### config.mk
export PLATFORM = sky130hd
export DESIGN_NAME = bash_cmd_sched_flat
export DESIGN_NICKNAME = d
export VERILOG_FILES = /design/src/rtl/bash_pkg.sv /design/src/rtl/bash_cmd_sched_if.sv /design/src/rtl/bash_resp_fifo.sv /design/src/rtl/bash_cmd_sched.sv /design/src/flat_wrapper.sv
export SDC_FILE = /design/constraint.sdc
export NUM_CORES = 1
export LEC_CHECK = 0
export CORE_UTILIZATION = 30
export CTS_CLUSTER_DIAMETER = 30
export DETAILED_ROUTE_END_ITERATION = 10
export PLACE_DENSITY = 0.55
export SLEW_MARGIN = 20
export SYNTH_ARGS = -nofsm -noshare
export SYNTH_HDL_FRONTEND = slang
export SYNTH_HIERARCHICAL = 1
export SYNTH_SLANG_ARGS = --single-unit
### constraint.sdc
create_clock -name clk -period 3.85 [get_ports clk]
set_clock_uncertainty 0.05 [all_clocks]
set_input_delay 0.77 -clock clk [delete_from_list [all_inputs] [get_ports clk]]
set_output_delay 0.77 -clock clk [all_outputs]
set_load 0.03 [all_outputs]
### src/rtl/bash_pkg.sv
// Shared types and constants for the bash command scheduler.
package bash_pkg;

  typedef enum logic [2:0] {
    ST_IDLE,
    ST_CAPTURE,
    ST_DISPATCH,
    ST_RUN,
    ST_FLUSH,
    ST_SOLVE,
    ST_WAIT_ACK
  } sched_state_t;

  localparam int         BASH_MAX_LEN = 32;
  localparam logic [7:0] BASH_EOL     = 8'h00;
  localparam logic [7:0] BASH_ERR_E   = 8'h45;
  localparam logic [7:0] BASH_ERR_R   = 8'h52;

  // Reply sent when no unit claims the command: "ERR" plus terminator.
  function automatic logic [7:0] err_byte(input logic [1:0] i);
    case (i)
      2'd0:    return BASH_ERR_E;
      2'd1:    return BASH_ERR_R;
      2'd2:    return BASH_ERR_R;
      default: return BASH_EOL;
    endcase
  endfunction

endpackage

### src/rtl/bash_cmd_sched_if.sv
// Terminal and command-unit signals of the scheduler; master is the scheduler side.
interface bash_cmd_sched_if #(
  parameter int N_UNITS = 4
);
  logic               term_out_ready;
  logic [5:0]         term_out_len;
  logic [7:0]         term_line_out;
  logic               term_out_next;
  logic               term_in_ready;
  logic [7:0]         term_line_in;
  logic               term_in_next;
  logic               term_solved;
  logic               term_solved_ack;
  logic               cmd_valid;
  logic [5:0]         cmd_len;
  logic [4:0]         cmd_rd_addr;
  logic [7:0]         cmd_rd_data;
  logic [N_UNITS-1:0] claim;
  logic [N_UNITS-1:0] grant;
  logic               resp_valid;
  logic [7:0]         resp_data;
  logic               resp_ready;
  logic [N_UNITS-1:0] done;

  modport master (
    input  term_out_ready, term_out_len, term_line_out, term_in_next, term_solved_ack,
    input  cmd_rd_addr, claim, resp_valid, resp_data, done,
    output term_out_next, term_in_ready, term_line_in, term_solved,
    output cmd_valid, cmd_len, cmd_rd_data, grant, resp_ready
  );

  modport slave (
    output term_out_ready, term_out_len, term_line_out, term_in_next, term_solved_ack,
    output cmd_rd_addr, claim, resp_valid, resp_data, done,
    input  term_out_next, term_in_ready, term_line_in, term_solved,
    input  cmd_valid, cmd_len, cmd_rd_data, grant, resp_ready
  );
endinterface

### src/rtl/bash_resp_fifo.sv
// Reply byte FIFO; registered storage, head visible combinationally.
module bash_resp_fifo #(
  parameter int DEPTH = 16,
  parameter int WIDTH = 8
) (
  input  logic             clk,
  input  logic             rst,
  input  logic             push,
  input  logic [WIDTH-1:0] wdata,
  input  logic             pop,
  output logic [WIDTH-1:0] rdata,
  output logic             full,
  output logic             empty
);
  localparam int            AW      = $clog2(DEPTH);
  localparam logic [AW:0]   DEPTH_C = (AW+1)'(DEPTH);

  logic [WIDTH-1:0] mem [DEPTH];
  logic [AW-1:0]    wr_ptr, rd_ptr;
  logic [AW:0]      count;
  logic             do_push, do_pop;

  assign full    = (count == DEPTH_C);
  assign empty   = (count == '0);
  assign rdata   = mem[rd_ptr];
  assign do_pop  = pop && !empty;
  // A full FIFO still accepts a push when the head leaves in the same cycle.
  assign do_push = push && (!full || do_pop);

  always_ff @(posedge clk) begin
    if (do_push) mem[wr_ptr] <= wdata;
  end

  always_ff @(posedge clk or posedge rst) begin
    if (rst) begin
      wr_ptr <= '0;
      rd_ptr <= '0;
      count  <= '0;
    end else begin
      if (do_push) wr_ptr <= wr_ptr + 1'b1;
      if (do_pop)  rd_ptr <= rd_ptr + 1'b1;
      if (do_push && !do_pop)      count <= count + 1'b1;
      else if (do_pop && !do_push) count <= count - 1'b1;
    end
  end
endmodule

### src/rtl/bash_cmd_sched.sv
// Captures a terminal command line, hands it to one claiming unit and streams the reply back.
//   state       | meaning
//   ST_IDLE     | waiting for a command line from the terminal
//   ST_CAPTURE  | copying bytes, phase A takes a byte, phase B lets the terminal advance
//   ST_DISPATCH | offering the command; on timeout pushes "ERR",0 itself
//   ST_RUN      | unit granted, reply bytes buffered and drained
//   ST_FLUSH    | draining the remaining reply bytes
//   ST_SOLVE    | term_solved pulse
//   ST_WAIT_ACK | waiting for the terminal to restore the prompt
module bash_cmd_sched
  import bash_pkg::*;
#(
  parameter int N_UNITS       = 4,
  parameter int MAX_LEN       = BASH_MAX_LEN,
  parameter int FIFO_DEPTH    = 16,
  parameter int CLAIM_TIMEOUT = 15
) (
  input logic               clk,
  input logic               rst,
  bash_cmd_sched_if.master  bus
);
  localparam logic [5:0] MAX_LEN_W  = 6'(MAX_LEN);
  localparam logic [7:0] TIMEOUT_W  = 8'(CLAIM_TIMEOUT);

  sched_state_t       state;
  logic [5:0]         len, idx, idx_inc;
  logic               phase_b;
  logic [7:0]         to_cnt;
  logic               err_act;
  logic [1:0]         err_idx;
  logic [7:0]         cmd_buf [MAX_LEN];
  logic               fifo_push, fifo_pop, fifo_full, fifo_empty;
  logic [7:0]         fifo_wdata, fifo_rdata;
  logic               drain_en, buf_we;
  logic [N_UNITS-1:0] claim_pick;

  assign idx_inc          = idx + 6'd1;
  assign claim_pick       = bus.claim & (-bus.claim);
  assign drain_en         = (state == ST_RUN) || (state == ST_FLUSH);
  assign bus.term_in_ready = drain_en && !fifo_empty;
  assign bus.term_line_in  = bus.term_in_ready ? fifo_rdata : 8'h00;
  assign bus.resp_ready    = (state == ST_RUN) && !fifo_full;
  assign fifo_pop          = bus.term_in_next && bus.term_in_ready;
  assign fifo_push         = ((state == ST_RUN) && bus.resp_valid && bus.resp_ready)
                           || ((state == ST_DISPATCH) && err_act);
  assign fifo_wdata        = err_act ? err_byte(err_idx) : bus.resp_data;
  assign buf_we            = (state == ST_CAPTURE) && !phase_b && bus.term_out_ready
                           && (idx < MAX_LEN_W);
  assign bus.cmd_rd_data   = cmd_buf[bus.cmd_rd_addr];

  always_ff @(posedge clk) begin
    if (buf_we) cmd_buf[idx[4:0]] <= bus.term_line_out;
  end

  bash_resp_fifo #(.DEPTH(FIFO_DEPTH), .WIDTH(8)) u_fifo (
    .clk   (clk),
    .rst   (rst),
    .push  (fifo_push),
    .wdata (fifo_wdata),
    .pop   (fifo_pop),
    .rdata (fifo_rdata),
    .full  (fifo_full),
    .empty (fifo_empty)
  );

  always_ff @(posedge clk or posedge rst) begin
    if (rst) begin
      state             <= ST_IDLE;
      len               <= '0;
      idx               <= '0;
      phase_b           <= 1'b0;
      to_cnt            <= '0;
      err_act           <= 1'b0;
      err_idx           <= '0;
      bus.term_out_next <= 1'b0;
      bus.term_solved   <= 1'b0;
      bus.cmd_valid     <= 1'b0;
      bus.cmd_len       <= '0;
      bus.grant         <= '0;
    end else begin
      bus.term_out_next <= 1'b0;
      bus.term_solved   <= 1'b0;
      case (state)
        ST_IDLE: begin
          err_act <= 1'b0;
          if (bus.term_out_ready) begin
            len     <= bus.term_out_len;
            idx     <= '0;
            phase_b <= 1'b0;
            if (bus.term_out_len == '0) begin
              state           <= ST_SOLVE;
              bus.term_solved <= 1'b1;
            end else begin
              state             <= ST_CAPTURE;
              bus.term_out_next <= 1'b1;
            end
          end
        end
        ST_CAPTURE: begin
          if (!phase_b) begin
            if (bus.term_out_ready) begin
              phase_b <= 1'b1;
            end else if (idx == '0) begin
              state           <= ST_SOLVE;
              bus.term_solved <= 1'b1;
            end else begin
              state         <= ST_DISPATCH;
              bus.cmd_valid <= 1'b1;
              bus.cmd_len   <= idx;
              to_cnt        <= '0;
            end
          end else begin
            phase_b <= 1'b0;
            idx     <= idx_inc;
            if (idx_inc == len) begin
              state         <= ST_DISPATCH;
              bus.cmd_valid <= 1'b1;
              bus.cmd_len   <= len;
              to_cnt        <= '0;
            end else begin
              bus.term_out_next <= 1'b1;
            end
          end
        end
        ST_DISPATCH: begin
          if (err_act) begin
            err_idx <= err_idx + 2'd1;
            if (err_idx == 2'd3) begin
              err_act <= 1'b0;
              state   <= ST_FLUSH;
            end
          end else if (|bus.claim) begin
            bus.grant <= claim_pick;
            state     <= ST_RUN;
          end else if (to_cnt != 8'hFF) begin
            to_cnt <= to_cnt + 8'd1;
            if (to_cnt == TIMEOUT_W - 8'd1) begin
              err_act       <= 1'b1;
              err_idx       <= '0;
              bus.cmd_valid <= 1'b0;
            end
          end
        end
        ST_RUN: begin
          if (|(bus.done & bus.grant)) begin
            bus.grant     <= '0;
            bus.cmd_valid <= 1'b0;
            state         <= ST_FLUSH;
          end
        end
        ST_FLUSH: begin
          if (fifo_empty) begin
            state           <= ST_SOLVE;
            bus.term_solved <= 1'b1;
          end
        end
        ST_SOLVE:    state <= ST_WAIT_ACK;
        ST_WAIT_ACK: if (bus.term_solved_ack) state <= ST_IDLE;
        default:     state <= ST_IDLE;
      endcase
    end
  end
endmodule

### src/flat_wrapper.sv
// flat-port wrapper written by rule: the top's interface ports become plain ports
module bash_cmd_sched_flat import bash_pkg::*;
#(
  parameter int N_UNITS       = 4,
  parameter int MAX_LEN       = BASH_MAX_LEN,
  parameter int FIFO_DEPTH    = 16,
  parameter int CLAIM_TIMEOUT = 15
)
  (clk, rst, bus_term_out_ready, bus_term_out_len, bus_term_line_out, bus_term_in_next, bus_term_solved_ack, bus_cmd_rd_addr, bus_claim, bus_resp_valid, bus_resp_data, bus_done, bus_term_out_next, bus_term_in_ready, bus_term_line_in, bus_term_solved, bus_cmd_valid, bus_cmd_len, bus_cmd_rd_data, bus_grant, bus_resp_ready);
  bash_cmd_sched_if #(.N_UNITS(N_UNITS)) bus_i ();
  input logic clk;
  input logic rst;
  input wire logic [$bits(bus_i.term_out_ready)-1:0] bus_term_out_ready;
  input wire logic [$bits(bus_i.term_out_len)-1:0] bus_term_out_len;
  input wire logic [$bits(bus_i.term_line_out)-1:0] bus_term_line_out;
  input wire logic [$bits(bus_i.term_in_next)-1:0] bus_term_in_next;
  input wire logic [$bits(bus_i.term_solved_ack)-1:0] bus_term_solved_ack;
  input wire logic [$bits(bus_i.cmd_rd_addr)-1:0] bus_cmd_rd_addr;
  input wire logic [$bits(bus_i.claim)-1:0] bus_claim;
  input wire logic [$bits(bus_i.resp_valid)-1:0] bus_resp_valid;
  input wire logic [$bits(bus_i.resp_data)-1:0] bus_resp_data;
  input wire logic [$bits(bus_i.done)-1:0] bus_done;
  output wire logic [$bits(bus_i.term_out_next)-1:0] bus_term_out_next;
  output wire logic [$bits(bus_i.term_in_ready)-1:0] bus_term_in_ready;
  output wire logic [$bits(bus_i.term_line_in)-1:0] bus_term_line_in;
  output wire logic [$bits(bus_i.term_solved)-1:0] bus_term_solved;
  output wire logic [$bits(bus_i.cmd_valid)-1:0] bus_cmd_valid;
  output wire logic [$bits(bus_i.cmd_len)-1:0] bus_cmd_len;
  output wire logic [$bits(bus_i.cmd_rd_data)-1:0] bus_cmd_rd_data;
  output wire logic [$bits(bus_i.grant)-1:0] bus_grant;
  output wire logic [$bits(bus_i.resp_ready)-1:0] bus_resp_ready;
  assign bus_i.term_out_ready = bus_term_out_ready;
  assign bus_i.term_out_len = bus_term_out_len;
  assign bus_i.term_line_out = bus_term_line_out;
  assign bus_i.term_in_next = bus_term_in_next;
  assign bus_i.term_solved_ack = bus_term_solved_ack;
  assign bus_i.cmd_rd_addr = bus_cmd_rd_addr;
  assign bus_i.claim = bus_claim;
  assign bus_i.resp_valid = bus_resp_valid;
  assign bus_i.resp_data = bus_resp_data;
  assign bus_i.done = bus_done;
  assign bus_term_out_next = bus_i.term_out_next;
  assign bus_term_in_ready = bus_i.term_in_ready;
  assign bus_term_line_in = bus_i.term_line_in;
  assign bus_term_solved = bus_i.term_solved;
  assign bus_cmd_valid = bus_i.cmd_valid;
  assign bus_cmd_len = bus_i.cmd_len;
  assign bus_cmd_rd_data = bus_i.cmd_rd_data;
  assign bus_grant = bus_i.grant;
  assign bus_resp_ready = bus_i.resp_ready;
  bash_cmd_sched #(.N_UNITS(N_UNITS), .MAX_LEN(MAX_LEN), .FIFO_DEPTH(FIFO_DEPTH), .CLAIM_TIMEOUT(CLAIM_TIMEOUT)) u_core (.clk(clk), .rst(rst), .bus(bus_i));
endmodule
==> results.txt <==
clk root buf - clkbuf_16
post-route cell area - 23900 sq um
share of cells above drive strength 1 - 28.54%
gr usage total - 13.94%
top-area cell type share of the netlist area - 62.66%
most numerous cell on the critical path - nor2_1
ranking of synthesized cells by area - edfxtp_1 63%, mux4_2 12%, dfrtp_1 7.2%, mux2i_1 2.3%, nor2_1 1.4%
first-pass GRT wire length - 65360 microns
Synth async-reset ratio - 12.13%
antenna cells - 0
Std-Cell Core Area - 60470 sq um
RSZ-0062 raised after global routing - false
number of synthesized flops with an enable pin - 384
CP endpoint kind - primary output
Initial Utilization - 30.43%
I/O Buffers - 71
per-cell routed wire length - 20.28 microns
Slew Limit Fails - 0
via count - 10190
worst slew pin tran - 1019 ps
most frequent cells in the layout - 384 x edfxtp_1, 98 x clkbuf_16, 96 x mux4_2
Iter 0 DRT Violations - 682
area leader, netlist - edfxtp_1
maximum clock path buffer count - 3
Achievable Freq - 0.2681 GHz
power after layout - 17.35 mW
Setup violations, final - 0
worst path bufs/invs - 2
Critical Path RT - 3030 ps
final hold vios - 0
syn avg cell area - 17.34 sq um
die width - 249.7 microns
Avg Vias per Cell - 4.831
Distinct cells, synth - 69
htree depth - 3
Leak Pwr - 8.413 nW
GR Overflow Total - 0
syn nets - 1122
Synth Warn # - 6
multi-input logic area - 5246 sq um
Rows - 90
Placed Cells - 1928
largest net degree at the start of global routing - 65
vias in the first global route - 10700
CP cell instances - or4_4 > nor2_1 > nor2_1 > buf_4 > and2_1 > clkdlybuf4s50_1
Setup TNS Final - 0 ps
clock sink count - 437
Layout Nets - 1306
DRC - 0
Die Span Y - 249.7 microns
router iterations before antenna repair - 5
die area - 62340 sq um
final wirelength - 42800 microns
Cell Area, Placed - 20400 sq um
post-synthesis cell count - 1061
CP Class - reg -> out
max-cap violations - 0
clock slew at reported path FFs - 40 ps
CTS buffer count - 97
PwrDens - 725.9 nW/um^2
CTS Hold Bufs - 0
most common cell after layout, fill and taps aside - edfxtp_1
sequential-to-total area share from yosys stat - 69.87%
Max rail drop VDD - 0.0003796 V
Worst Path Max Fanout - 9
status - completed
normalized max-slew margin - 31.88%
final antenna-violating net count - 0
crit path launch type - flop
slowest stage cell, crit path - or4_4
placer congestion estimate - 0.7513
Worst Path Arrival - 2910 ps
IO Pins - 72
fin crit period - 3730 ps
HP Class - reg -> reg
max incr delay on CP - 590 ps
detailed placement HPWL - 26110 microns
Yosys reg bits - 437
Primary FF master, synth - edfxtp_1
crit share post-route - 96.89%
storage element area - 12860 sq um
Final Non-Filler Cells - 2110
Area Growth Syn to Fin - 29.86%
CTS tree - done
initial antenna violation count - 0
Synth Cell Area - 18400 sq um
worst skew pair latency - 640 ps
Layout fillers - 5422
CP delay by family, top - simple AND/OR/NAND/NOR gates
[repair_timing]
item	4_1_cts	5_1_grt
hold endpoints to repair	0	0
gates resized for setup	10	11
endpoints found under the setup margin	8	7
pin swaps	0	0
setup buffers	0	0
[cell usage after synthesis, types with 4 or more instances]
master and instances:
xor2_1 5, a221oi_1 17, nor2b_1 11, inv_1 25, clkbuf_1 21, nor2_1 69
and3_1 7, a21oi_1 7, mux4_2 96, o211ai_1 6, a31oi_1 6, buf_2 18
mux2i_1 42, buf_4 7, nand2_1 58, dfrtp_1 53, edfxtp_1 384, and2_1 12
nor3_1 8, or3_1 8, mux2_2 9, nand3_1 27, nand3b_1 6, buf_1 9
xnor2_1 14, a22oi_1 10, ha_1 19, a2bb2oi_1 4, o21ai_0 40
[power by group]
group,total [mW],leakage (nW),internal (mW),switching [mW]
combinational,3.14,2.64,1.37,1.76
sequential,5.82,4.12,5.48,0.341
clock,8.39,1.65,5.71,2.68
[layout make-up]
class                      count  area share [%]
clock buffer                 114           10.55
clock inverter                68           3.791
inverter                      25          0.3927
multi-input combinational    542           21.95
sequential                   437           53.81
tap                          782           4.094
timing repair buffer         142           5.408
[per-layer routing]
| layer | vias up | wire length [microns] | global-route usage (%) |
|---|---|---|---|
| met5 | - | 0 | 0 |
| met4 | 0 | 954 | 5.026 |
| met3 | 75 | 2147 | 3.463 |
| met2 | 237 | 19990 | 21.50 |
| met1 | 5265 | 19710 | 19.04 |
| li1 | 4617 | - | - |
[sequential cells by signal, summed over array words and instances, names as in the netlist]
| register | flops |
|---|---|
| u_core/bus.cmd_len | 6 |
| u_core/u_fifo/count | 5 |
| u_core/len | 6 |
| u_core/idx | 6 |
| u_core/u_fifo/mem | 128 |
| u_core/u_fifo/wr_ptr | 4 |
| u_core/cmd_buf | 256 |
| u_core/phase_b | 1 |
| u_core/bus.term_out_next | 1 |
| u_core/state | 3 |
| u_core/bus.term_solved | 1 |
| u_core/err_idx | 2 |
| u_core/err_act | 1 |
| u_core/bus.grant | 4 |
| u_core/bus.cmd_valid | 1 |
| u_core/to_cnt | 8 |
| u_core/u_fifo/rd_ptr | 4 |
[kinds of logic (layout without fill, tap and decap cells)]
logic type,Yosys count,in the layout,share of synthesized area (%)
flip-flops,437,437,69.87
AND/OR/NAND/NOR,234,234,6.371
multiplexers,148,148,14.65
AO/OA/AOI/OAI,120,120,4.671
buffers and inverters,82,349,2.019
adder cells (fa/ha/maj),20,20,1.401
XOR/XNOR,20,20,1.027
[metrics by stage]
stage          hold slack, ps  util, %  worst slack (ps)
2_1_floorplan           402.0        -             363.1
3_3_place_gp            447.3    33.73             239.2
3_5_place_dp            452.1    33.73             195.8
4_1_cts                 457.8    39.47            -10.10
5_1_grt                 481.0    39.52             3.805
6_report                457.2    39.52             119.8
[final timing paths]
| kind | startpoint | end | slack [ps] | cells after the start |
|---|---|---|---|---|
| setup reg to reg | u_core/u_fifo/count[0] | u_core/u_fifo/count[4] | 410 | 13 |
| hold / removal | u_core/to_cnt[7] | u_core/to_cnt[7] | 460 | 1 |
| max in group asynchronous | rst | u_core/to_cnt[4] | 2550 | 3 |
| setup / recovery | u_core/u_fifo/count[0] | bus_term_line_in[6] | 120 | 6 |
| hold reg to reg | u_core/to_cnt[7] | u_core/to_cnt[7] | 460 | 1 |
| min in group asynchronous | rst | u_core/u_fifo/count[3] | 500 | 2 |
(Power assumes the default switching activity.)
